<file path="src/rtl/mem_sram_ctrl.sv">
// mem_sram_ctrl: stalls the pipeline while a 32-bit load/store is split
// into two 16-bit SRAM accesses, each phase lasting WAIT_CYCLES clocks.
//
// Ports:
//   clk, rst          clock, synchronous active-high reset
//   MEM_R_EN/MEM_W_EN load/store request (read wins if both are set)
//   ALU_result        byte address; ST_val store data
//   ready             0 = freeze pipeline, 1 = done or no access
//   mem_read_data     last loaded word
//   SRAM_ADDR         halfword address; SRAM_DQ_out/SRAM_DQ_oe write bus
//   SRAM_DQ_in        read bus; SRAM_WE_N write strobe (active-low)
module mem_sram_ctrl #(
    parameter int WAIT_CYCLES = 2
) (
    input  logic        clk,
    input  logic        rst,
    input  logic        MEM_R_EN,
    input  logic        MEM_W_EN,
    input  logic [31:0] ALU_result,
    input  logic [31:0] ST_val,
    output logic        ready,
    output logic [31:0] mem_read_data,
    output logic [17:0] SRAM_ADDR,
    output logic [15:0] SRAM_DQ_out,
    output logic        SRAM_DQ_oe,
    input  logic [15:0] SRAM_DQ_in,
    output logic        SRAM_WE_N
);

    typedef enum logic [2:0] {
        IDLE,
        RD_LO,
        RD_HI,
        WR_LO,
        WR_HI,
        DONE
    } state_t;

    localparam logic [3:0] LAST_CNT = 4'(WAIT_CYCLES - 1);

    state_t      state;
    state_t      state_nxt;
    logic [3:0]  wait_cnt;
    logic        phase_last;
    logic        in_access;
    logic [16:0] word;
    logic [17:0] addr_lo;
    logic [17:0] addr_hi;
    logic        unused_addr_bits;

    // The data region starts at byte 1024 (word 256). Its low two bits are
    // zero, so subtracting on the word-index slice is exact and already
    // truncated to the 17-bit SRAM word space.
    assign word    = ALU_result[18:2] - 17'd256;
    assign addr_lo = {word, 1'b0};
    assign addr_hi = {word, 1'b1};

    assign unused_addr_bits = ^{ALU_result[31:19], ALU_result[1:0]};

    assign phase_last = (wait_cnt == LAST_CNT);

    assign in_access = (state == RD_LO) || (state == RD_HI) ||
                       (state == WR_LO) || (state == WR_HI);

    always_ff @(posedge clk) begin
        if (rst) begin
            state <= IDLE;
        end else begin
            state <= state_nxt;
        end
    end

    // Counter restarts on every state change so each phase is timed
    // from its own first cycle.
    always_ff @(posedge clk) begin
        if (rst) begin
            wait_cnt <= 4'd0;
        end else if (state_nxt != state) begin
            wait_cnt <= 4'd0;
        end else if (in_access) begin
            wait_cnt <= wait_cnt + 4'd1;
        end
    end

    // Sample the SRAM on the last cycle of each read phase, when the
    // address has been stable for the full access time.
    always_ff @(posedge clk) begin
        if (rst) begin
            mem_read_data <= 32'd0;
        end else if (phase_last && (state == RD_LO)) begin
            mem_read_data[15:0] <= SRAM_DQ_in;
        end else if (phase_last && (state == RD_HI)) begin
            mem_read_data[31:16] <= SRAM_DQ_in;
        end
    end

    always_comb begin
        state_nxt   = state;
        ready       = 1'b0;
        SRAM_ADDR   = 18'd0;
        SRAM_DQ_out = 16'd0;
        SRAM_DQ_oe  = 1'b0;
        SRAM_WE_N   = 1'b1;

        unique case (state)
            IDLE: begin
                ready = !MEM_R_EN && !MEM_W_EN;
                if (MEM_R_EN) begin
                    state_nxt = RD_LO;
                end else if (MEM_W_EN) begin
                    state_nxt = WR_LO;
                end
            end
            RD_LO: begin
                SRAM_ADDR = addr_lo;
                if (phase_last) begin
                    state_nxt = RD_HI;
                end
            end
            RD_HI: begin
                SRAM_ADDR = addr_hi;
                if (phase_last) begin
                    state_nxt = DONE;
                end
            end
            // Strobe released on the final cycle so address and data are
            // held past the rising edge of WE_N.
            WR_LO: begin
                SRAM_ADDR   = addr_lo;
                SRAM_DQ_out = ST_val[15:0];
                SRAM_DQ_oe  = 1'b1;
                SRAM_WE_N   = phase_last;
                if (phase_last) begin
                    state_nxt = WR_HI;
                end
            end
            WR_HI: begin
                SRAM_ADDR   = addr_hi;
                SRAM_DQ_out = ST_val[31:16];
                SRAM_DQ_oe  = 1'b1;
                SRAM_WE_N   = phase_last;
                if (phase_last) begin
                    state_nxt = DONE;
                end
            end
            DONE: begin
                ready     = 1'b1;
                state_nxt = IDLE;
            end
            default: begin
                state_nxt = IDLE;
            end
        endcase
    end

endmodule
</file>
<file path="config.mk">
export PLATFORM = sky130hd
export DESIGN_NAME = mem_sram_ctrl
export DESIGN_NICKNAME = d
export VERILOG_FILES = /design/src/rtl/mem_sram_ctrl.sv
export SDC_FILE = /design/constraint.sdc
export NUM_CORES = 1
export LEC_CHECK = 0
export ABC_CLOCK_PERIOD_IN_PS = 2300
export BUFFER_PORTS_ARGS = -buffer_cell sky130_fd_sc_hd__buf_2
export CORE_AREA = 2 2 74 76
export CTS_BUF_LIST = sky130_fd_sc_hd__clkbuf_8
export CTS_CLUSTER_SIZE = 40
export DETAILED_ROUTE_END_ITERATION = 7
export DIE_AREA = 0 0 76 78
export GPL_TIMING_DRIVEN = 1
export PLACE_DENSITY = 0.88
export SLEW_MARGIN = 20
export SYNTH_ARGS = -nofsm -noshare
export SYNTH_HDL_FRONTEND = slang
export SYNTH_SLANG_ARGS = --single-unit
</file>
<file path="constraint.sdc">
create_clock -name clk -period 2.3 [get_ports clk]
set_clock_uncertainty 0.1 [all_clocks]
set_input_delay 0.345 -clock clk [delete_from_list [all_inputs] [get_ports clk]]
set_output_delay 0.345 -clock clk [all_outputs]
set_load 0.01 [all_outputs]
</file>
Word-level counts from Yosys, hierarchy flattened
Index checks and enable logic that the tools add are counted.
W data, S select, Z words.
- register bits: 39
- reductions and logical operators: 14
- add/sub/neg operators: 2
- eq/ne operators: 7
- muxes and demuxes: 11
- bitwise operators: 1
- operators with widths (kind ; number):
    $pmux W18 S2 ; 1
    $pmux W16 S2 ; 1
    $sub A17 B9 Y17 const B ; 1
    $mux W3 ; 5
    $pmux W3 S4 ; 1
    $reduce_or A2 Y1 ; 4
    $eq A3 B2 Y1 const B ; 2
    $eq A3 B3 Y1 const B ; 2
    $add A4 B1 Y4 const B ; 1
    $eq A4 B1 Y1 const B ; 1
    $eq A3 B1 Y1 const B ; 1
    $logic_and A1 B1 Y1 ; 3
    $logic_not A3 Y1 ; 1
    $logic_or A1 B1 Y1 ; 3
    $ne A3 B3 Y1 ; 1
    $logic_not A1 Y1 ; 2
    $mux W1 ; 2
    $pmux W1 S2 ; 1
    $reduce_and A2 Y1 ; 1
    $not A1 Y1 ; 1

Longest topological paths before layout
Gate-level depths: netlist (run 1).
- depth in word-level cells: 5
- mapped depth: 8
- mapped depth without buffers: 6

Worst setup path before layout (run 1)
OpenSTA, ideal clock, no wires.
- path type: in2out
- from: input ALU_result[14]
- to: output SRAM_ADDR[17]
- slack: 0.514 ns
- cell stages on the path: 4
- buffers on the path: 0
- required time: 1.855 ns
- data arrival time: 1.341 ns
- path through: nor3_1 nand3b_1 or4_1 a21oi_1
- word-level cells in the longest chain between the ends: 2
- ends and longest elaborated chain (item ; RTL line ; RTL):
    from (decl) ; 19 ; input logic [31:0] ALU_result,
    $sub A17 B9 Y17 ; 54 ; assign word = ALU_result[18:2] - 17'd256;
    $pmux W18 S2 ; 105 ; unique case (state)
    to (decl) ; 23 ; output logic [17:0] SRAM_ADDR,
No other way between the ends.

Final worst setup path (run 1)
- from: register state[2]
- to: output SRAM_WE_N
- word-level cells in the longest chain between the ends: 3
- elaborated cells on any way between the ends: 4
- ends and longest elaborated chain (item ; RTL line ; RTL):
    from (decl) ; 41 ; state_t state;
    from (signal assigned) ; 69 ; state <= state_nxt;
    $eq A3 B2 Y1 / $eq A3 B3 Y1 (equally long branches) ; 105 ;
    $reduce_or A2 Y1 (no line) (*) ; - ;
    $mux W1 (*) ; 105 ;
    to (decl) ; 27 ; output logic SRAM_WE_N
Mark *: on every way between the ends. The rest lies on a longest branch, timed or not.

==> results.tsv, run 1 <==
metric	value	unit
outcome	finished, final reports clean	
Compound-Gate Fraction of Synth Area	17.3	%
worst-path fanout max	17	
sequential-to-total area share from yosys stat	39.5	%
Power Density	630	mW/mm^2
Antenna Cells	0	
Reg clk slew, reported paths	0.08	ns
final setup vio count	0	
DR WL/cell	13.5	microns
P&R area growth vs syn	42.1	%
Overflow after GRT	0	
Slew @ Worst Pin	0.735	ns
Die Y-Extent	78	microns
ratio of cells with drive above 1 in the final layout	43.7	%
Final Max Slew Viols	0	
power share of the clock group	25.9	%
main combinational cell family by area after synthesis	simple AND/OR/NAND/NOR gates	
Pleak	1.52	nW
Fillers	458	
CP endpoint kind	primary output	
reg2reg setup slack	0.38	ns
number of I/O port buffers	137	
worst-skew pair later-pin latency	0.29	ns
clock sink count	39	
row count	26	
CP arrival	1.69	ns
DR pass1 iterations	4	
Top Ports	153	
RD Place Congestion	0.856	
final core occ	55.7	%
crit path launch type	flop	
Die Width	76	microns
Psw	0.000598	W
crit path capture	SRAM_WE_N	
worst reg2reg startpoint	wait_cnt[0]$_SDFFE_PP0P_	
Hold Fails Final Rpt	0	
Mapped Area	0.00198	sq mm
Total Power	0.00177	W
final period utilization	93.0	%
PnR worst setup slack	0.162	ns
initial antenna violation count	0	
DP Worst Slack	0.192	ns
leading area contributor after synthesis	dfxtp_1	
mux cell area share after synthesis	8.11	%
cell count after synthesis	238	
Final nets	459	
worst r2r path cells	6	
hpwl dp	4580	microns
Mean Syn Cell Area	8.30	sq um
vias	2231	
Synth Area in XOR/XNOR	2.66	%
Setup TNS	0	ns
Pint	0.00117	W
Clock Root Buffer	clkbuf_8	
Top FF cell, synth	dfxtp_1	
Max Fclk	468	MHz
ANT nets after route	0	
hold slack final	0.190	ns
WP data required	1.86	ns
Sw Ratio	33.8	%
crit path time final	2.14	ns
simple-gate portion of the synthesized area	25.3	%
Num CTS Buffers	5	
vias in the first global route	2088	
area of the multi-input gates	0.00109	sq mm
Seq cells post-synth	39	
Sequential Power Share	42.5	%
Net Count, Synth	325	
synth warn	0	
Overall Global Routing Usage	19.6	%
count of cell types in the netlist	37	
die area	0.00593	sq mm
initial core utilization	39.2	%
RSZ-0062 raised after global routing	no	
TritonCTS clock tree	built	
CP Class	reg2out	
Peak VDD IR	0.434	mV
H-tree depth	2	
post-synth top area share	39.5	%
Initial DRC Count	94	
HP Class	in2reg	
ranking of synthesized cells by area	dfxtp_1 40%, mux2i_1 8.1%, nand2_1 7.2%	
beginning of the critical path	state[2]$_SDFF_PP0_	
vias per inst	5.04	
Post-Synth Adder-Cell Area	1.90	%
area of the core	0.00504	sq mm
Sequential Area	782	sq um
Max clock buf depth	2	
largest net degree at the start of global routing	40	
DRC	0	
number of max-cap violations	0	
post-synthesis async set-or-reset flop share	0	%
global-route wire length before repair	9330	microns
Comb power frac	31.6	%
Slew headroom	51.0	%
number of flops mapped to enable cells by yosys	0	
overall routed net length	5990	microns
Reg-to-Reg End	mem_read_data[13]$_SDFFE_PP0P_	
flip-flops by register name, summed over array words and instances, names as in the netlist:
signal         cells
state              3
wait_cnt           4
mem_read_data     32
Yosys cell counts (all sizes together) (2+ instances only):
master / n
dfxtp: 39
nand2: 38
nor2: 35
a21oi: 23
a22o: 16
mux2i: 16
and3: 11
buf: 10
clkbuf: 7
nor3: 6
nand3: 5
inv: 4
ha: 3
xnor2: 3
xor2: 3
a2111oi: 2
a31oi: 2
nand2b: 2
o21ai: 2
or3: 2
timing repair:
| action | 4_1_cts | 5_1_grt |
|---|---|---|
| endpoints found under the hold margin | 0 | 0 |
| hold buffers | 0 | 0 |
| endpoints found under the setup margin | 1 | 3 |
| buffers inserted | 0 | 0 |
| gates resized for setup | 1 | 2 |
worst max-delay path, stage by stage (launching register included):
cell and delay [ns]:
dfxtp_2 0.42, inv_1 0.12, and3_2 0.33, or2_2 0.33
nand2_1 0.07, buf_2 0.13
cells by family (layout without fill, tap and decap cells):
group                    Yosys count  after routing
multiplexers                      16             16
adder cells (fa/ha/maj)            3              3
AND/OR/NAND/NOR                  105            105
XOR/XNOR                           6              6
buffers and inverters             21            156
flip-flops                        39             39
AO/OA/AOI/OAI                     48             48
power by group through the flow:
stage / Sequential (W) / Clock (W) / Combinational, W
floorplan: 0.000757 / 0 / 0.000350
global placement: 0.000764 / 0 / 0.000542
detailed placement: 0.000767 / 0 / 0.000552
CTS: 0.000751 / 0.000472 / 0.000555
global route: 0.000758 / 0.000510 / 0.000607
finish: 0.000752 / 0.000458 / 0.000558
layer usage:
metal | part of all wire [%] | up-vias | global-route usage (%) | wire [microns]
li1 | - | 1094 | - | -
met1 | 38 | 1003 | 19.5 | 2270
met2 | 49 | 119 | 35.4 | 2920
met3 | 11 | 15 | 8.14 | 641
met4 | 2.7 | 0 | 9.64 | 160
met5 | 0 | - | 0 | 0
stage by stage:
step,std cells,instance area (sq um)
floorplan,238,1980
global placement,435,2710
detailed placement,435,2710
CTS,443,2800
global route,443,2810
finish,443,2810
cell type report:
class / count / share of cell area (%)
sequential: 39 / 27.9
inverter: 4 / 0.535
multi-input combinational: 178 / 39.0
clock inverter: 3 / 0.713
timing repair buffer: 144 / 26.3
tap: 70 / 3.12
clock buffer: 5 / 2.45
worst min-delay path by stage:
stage,startpoint,to,slack [ns],cells after the start
floorplan,mem_read_data[0]$_SDFFE_PP0P_,mem_read_data[0]$_SDFFE_PP0P_,0.38,2
global placement,mem_read_data[14]$_SDFFE_PP0P_,mem_read_data[14]$_SDFFE_PP0P_,0.34,2
detailed placement,mem_read_data[0]$_SDFFE_PP0P_,mem_read_data[0]$_SDFFE_PP0P_,0.34,2
CTS,SRAM_DQ_in[15],mem_read_data[15]$_SDFFE_PP0P_,0.19,3
global route,SRAM_DQ_in[1],mem_read_data[1]$_SDFFE_PP0P_,0.17,3
finish,SRAM_DQ_in[1],mem_read_data[1]$_SDFFE_PP0P_,0.19,3
cells in the final DEF, fill, tap and decap left out, types with 2 or more instances in the layout:
| cell type | synthesis | layout |
|---|---|---|
| a22o_1 | 16 | 16 |
| inv_1 | 4 | 4 |
| o21ai_0 | 2 | 2 |
| xnor2_1 | 3 | 3 |
| xor2_1 | 3 | 3 |
| nor3_1 | 4 | 4 |
| and3_1 | 11 | 10 |
| nand2b_1 | 2 | 2 |
| a21oi_1 | 22 | 22 |
| mux2i_1 | 16 | 16 |
| ha_1 | 3 | 3 |
| nor2_1 | 35 | 35 |
| nand2_1 | 38 | 37 |
| nand3_1 | 5 | 5 |
| buf_2 | 7 | 137 |
| buf_4 | 2 | 7 |
| clkbuf_8 | 0 | 5 |
| dfxtp_1 | 39 | 38 |
| a31oi_1 | 2 | 2 |
| clkinvlp_4 | 0 | 2 |
(Power assumes the default switching activity.)
==> run 2: changes to the inputs <==
- GPL_ROUTABILITY_DRIVEN: not set -> 0
- MAX_ROUTING_LAYER: not set -> met4
==> run 2 against run 1 <==
Effect of this change: sequential power hardly changed; sequential cell count stayed put; non-clock buffer count stayed put; critical endpoint unchanged; largest cell class unchanged; highest routed layer unchanged.
==> results.tsv, run 2 (synthesis results as in run 1) <==
metric	value	unit
Clock Root Buffer	clkbuf_8	
CP endpoint kind	primary output	
row count	26	
vias per inst	5.03	
global-route wire length before repair	9340	microns
Max Fclk	469	MHz
Fillers	458	
ANT nets after route	0	
dpl cells	435	
# Post-CTS Setup Buffers	0	
Slew @ Worst Pin	0.742	ns
Slew headroom	50.5	%
DR WL/cell	13.6	microns
worst-path fanout max	17	
TritonCTS clock tree	built	
vias in the first global route	2080	
vias	2227	
Design Area, Final	0.00281	sq mm
Die Width	76	microns
final setup vio count	0	
Finished Layout Cells	443	
DR pass1 iterations	4	
Reg clk slew, reported paths	0.08	ns
Overall Global Routing Usage	20.2	%
H-tree depth	2	
Largest Register	mem_read_data	
Final nets	459	
crit path time final	2.13	ns
Setup TNS	0	ns
Pleak	1.52	nW
Max clock buf depth	2	
largest net degree at the start of global routing	40	
P&R area growth vs syn	42.1	%
largest registers	mem_read_data x32, wait_cnt x4, state x3	
crit path launch type	flop	
RSZ-0062 raised after global routing	no	
CP arrival	1.69	ns
die area	0.00593	sq mm
Peak VDD IR	0.437	mV
outcome	finished, final reports clean	
clock sink count	39	
overall routed net length	6020	microns
Num CTS Buffers	5	
Final Max Slew Viols	0	
final core occ	55.7	%
Overflow after GRT	0	
ratio of cells with drive above 1 in the final layout	43.7	%
Power Density	630	mW/mm^2
initial antenna violation count	0	
area of the multi-input gates	0.00109	sq mm
WP data required	1.86	ns
Sequential Area	782	sq um
Die Y-Extent	78	microns
number of max-cap violations	0	
CP Class	reg2out	
Antenna Cells	0	
number of I/O port buffers	137	
most common cell after layout, fill and taps aside	buf_2	
area of the core	0.00504	sq mm
Cell Area, Placed	0.00271	sq mm
hpwl dp	4580	microns
Top Ports	153	
initial core utilization	39.2	%
Hold Fails Final Rpt	0	
CTS Hold Bufs	0	
final period utilization	92.6	%
HP Class	in2reg	
hold slack final	0.196	ns
Initial DRC Count	94	
DRC	0	
commonest non-fill, non-tap cells in the layout	137 x buf_2, 38 x dfxtp_1, 37 x nand2_1	
max reg flops	32	
worst-skew pair later-pin latency	0.29	ns
## run 2: report_power, final
| part | switching (W) | leakage, nW | internal [W] |
|---|---|---|---|
| clock network | 0.000247 | 0.0402 | 0.000211 |
| logic | 0.000311 | 1.16 | 0.000247 |
| registers | 0.0000403 | 0.316 | 0.000711 |
| total | 0.000598 | 1.52 | 0.00117 |
## run 2: final timing paths
kind                                       from                        endpoint  slack (ns)  cells after the start
setup / recovery            state[2]$_SDFF_PP0_                       SRAM_WE_N        0.17                      5
hold / removal                   SRAM_DQ_in[15]  mem_read_data[15]$_SDFFE_PP0P_        0.20                      3
setup reg to reg       wait_cnt[0]$_SDFFE_PP0P_  mem_read_data[13]$_SDFFE_PP0P_        0.38                      6
hold reg to reg   mem_read_data[0]$_SDFFE_PP0P_   mem_read_data[0]$_SDFFE_PP0P_        0.35                      2
## run 2: area by class of cell
type                            instances  area share (%)
Multi-Input combinational cell        178            39.0
Sequential cell                        39            27.9
Timing Repair Buffer                  144            26.3
Tap cell                               70            3.12
Clock buffer                            5            2.45
Clock inverter                          3           0.713
Inverter                                4           0.535
## run 2: layer usage
layer | global-route usage, % | part of all wire (%) | vias up
li1 | - | - | 1091
met1 | 20.6 | 40 | 1003
met2 | 35.3 | 48 | 117
met3 | 6.51 | 9.0 | 16
met4 | 9.64 | 2.9 | 0
met5 | - | 0 | -
## run 2: through the flow
stage,power (W),setup WS (ns)
after floorplan,0.00111,0.514
after global placement,0.00131,0.258
after detailed placement,0.00132,0.192
after CTS,0.00178,0.0352
after global routing,0.00188,0.0704
final,0.00177,0.170
## run 2: critical path: stages, from the launching register on
cell and delay, ns:
dfxtp_2 0.42, inv_1 0.11, and3_2 0.33, or2_2 0.33
nand2_1 0.07, buf_2 0.13
## run 2: timing repair
action / 4_1_cts / 5_1_grt
pin swaps: 0 / 0
gates resized for setup: 1 / 2
setup endpoints to repair: 1 / 3
gates cloned: 0 / 0
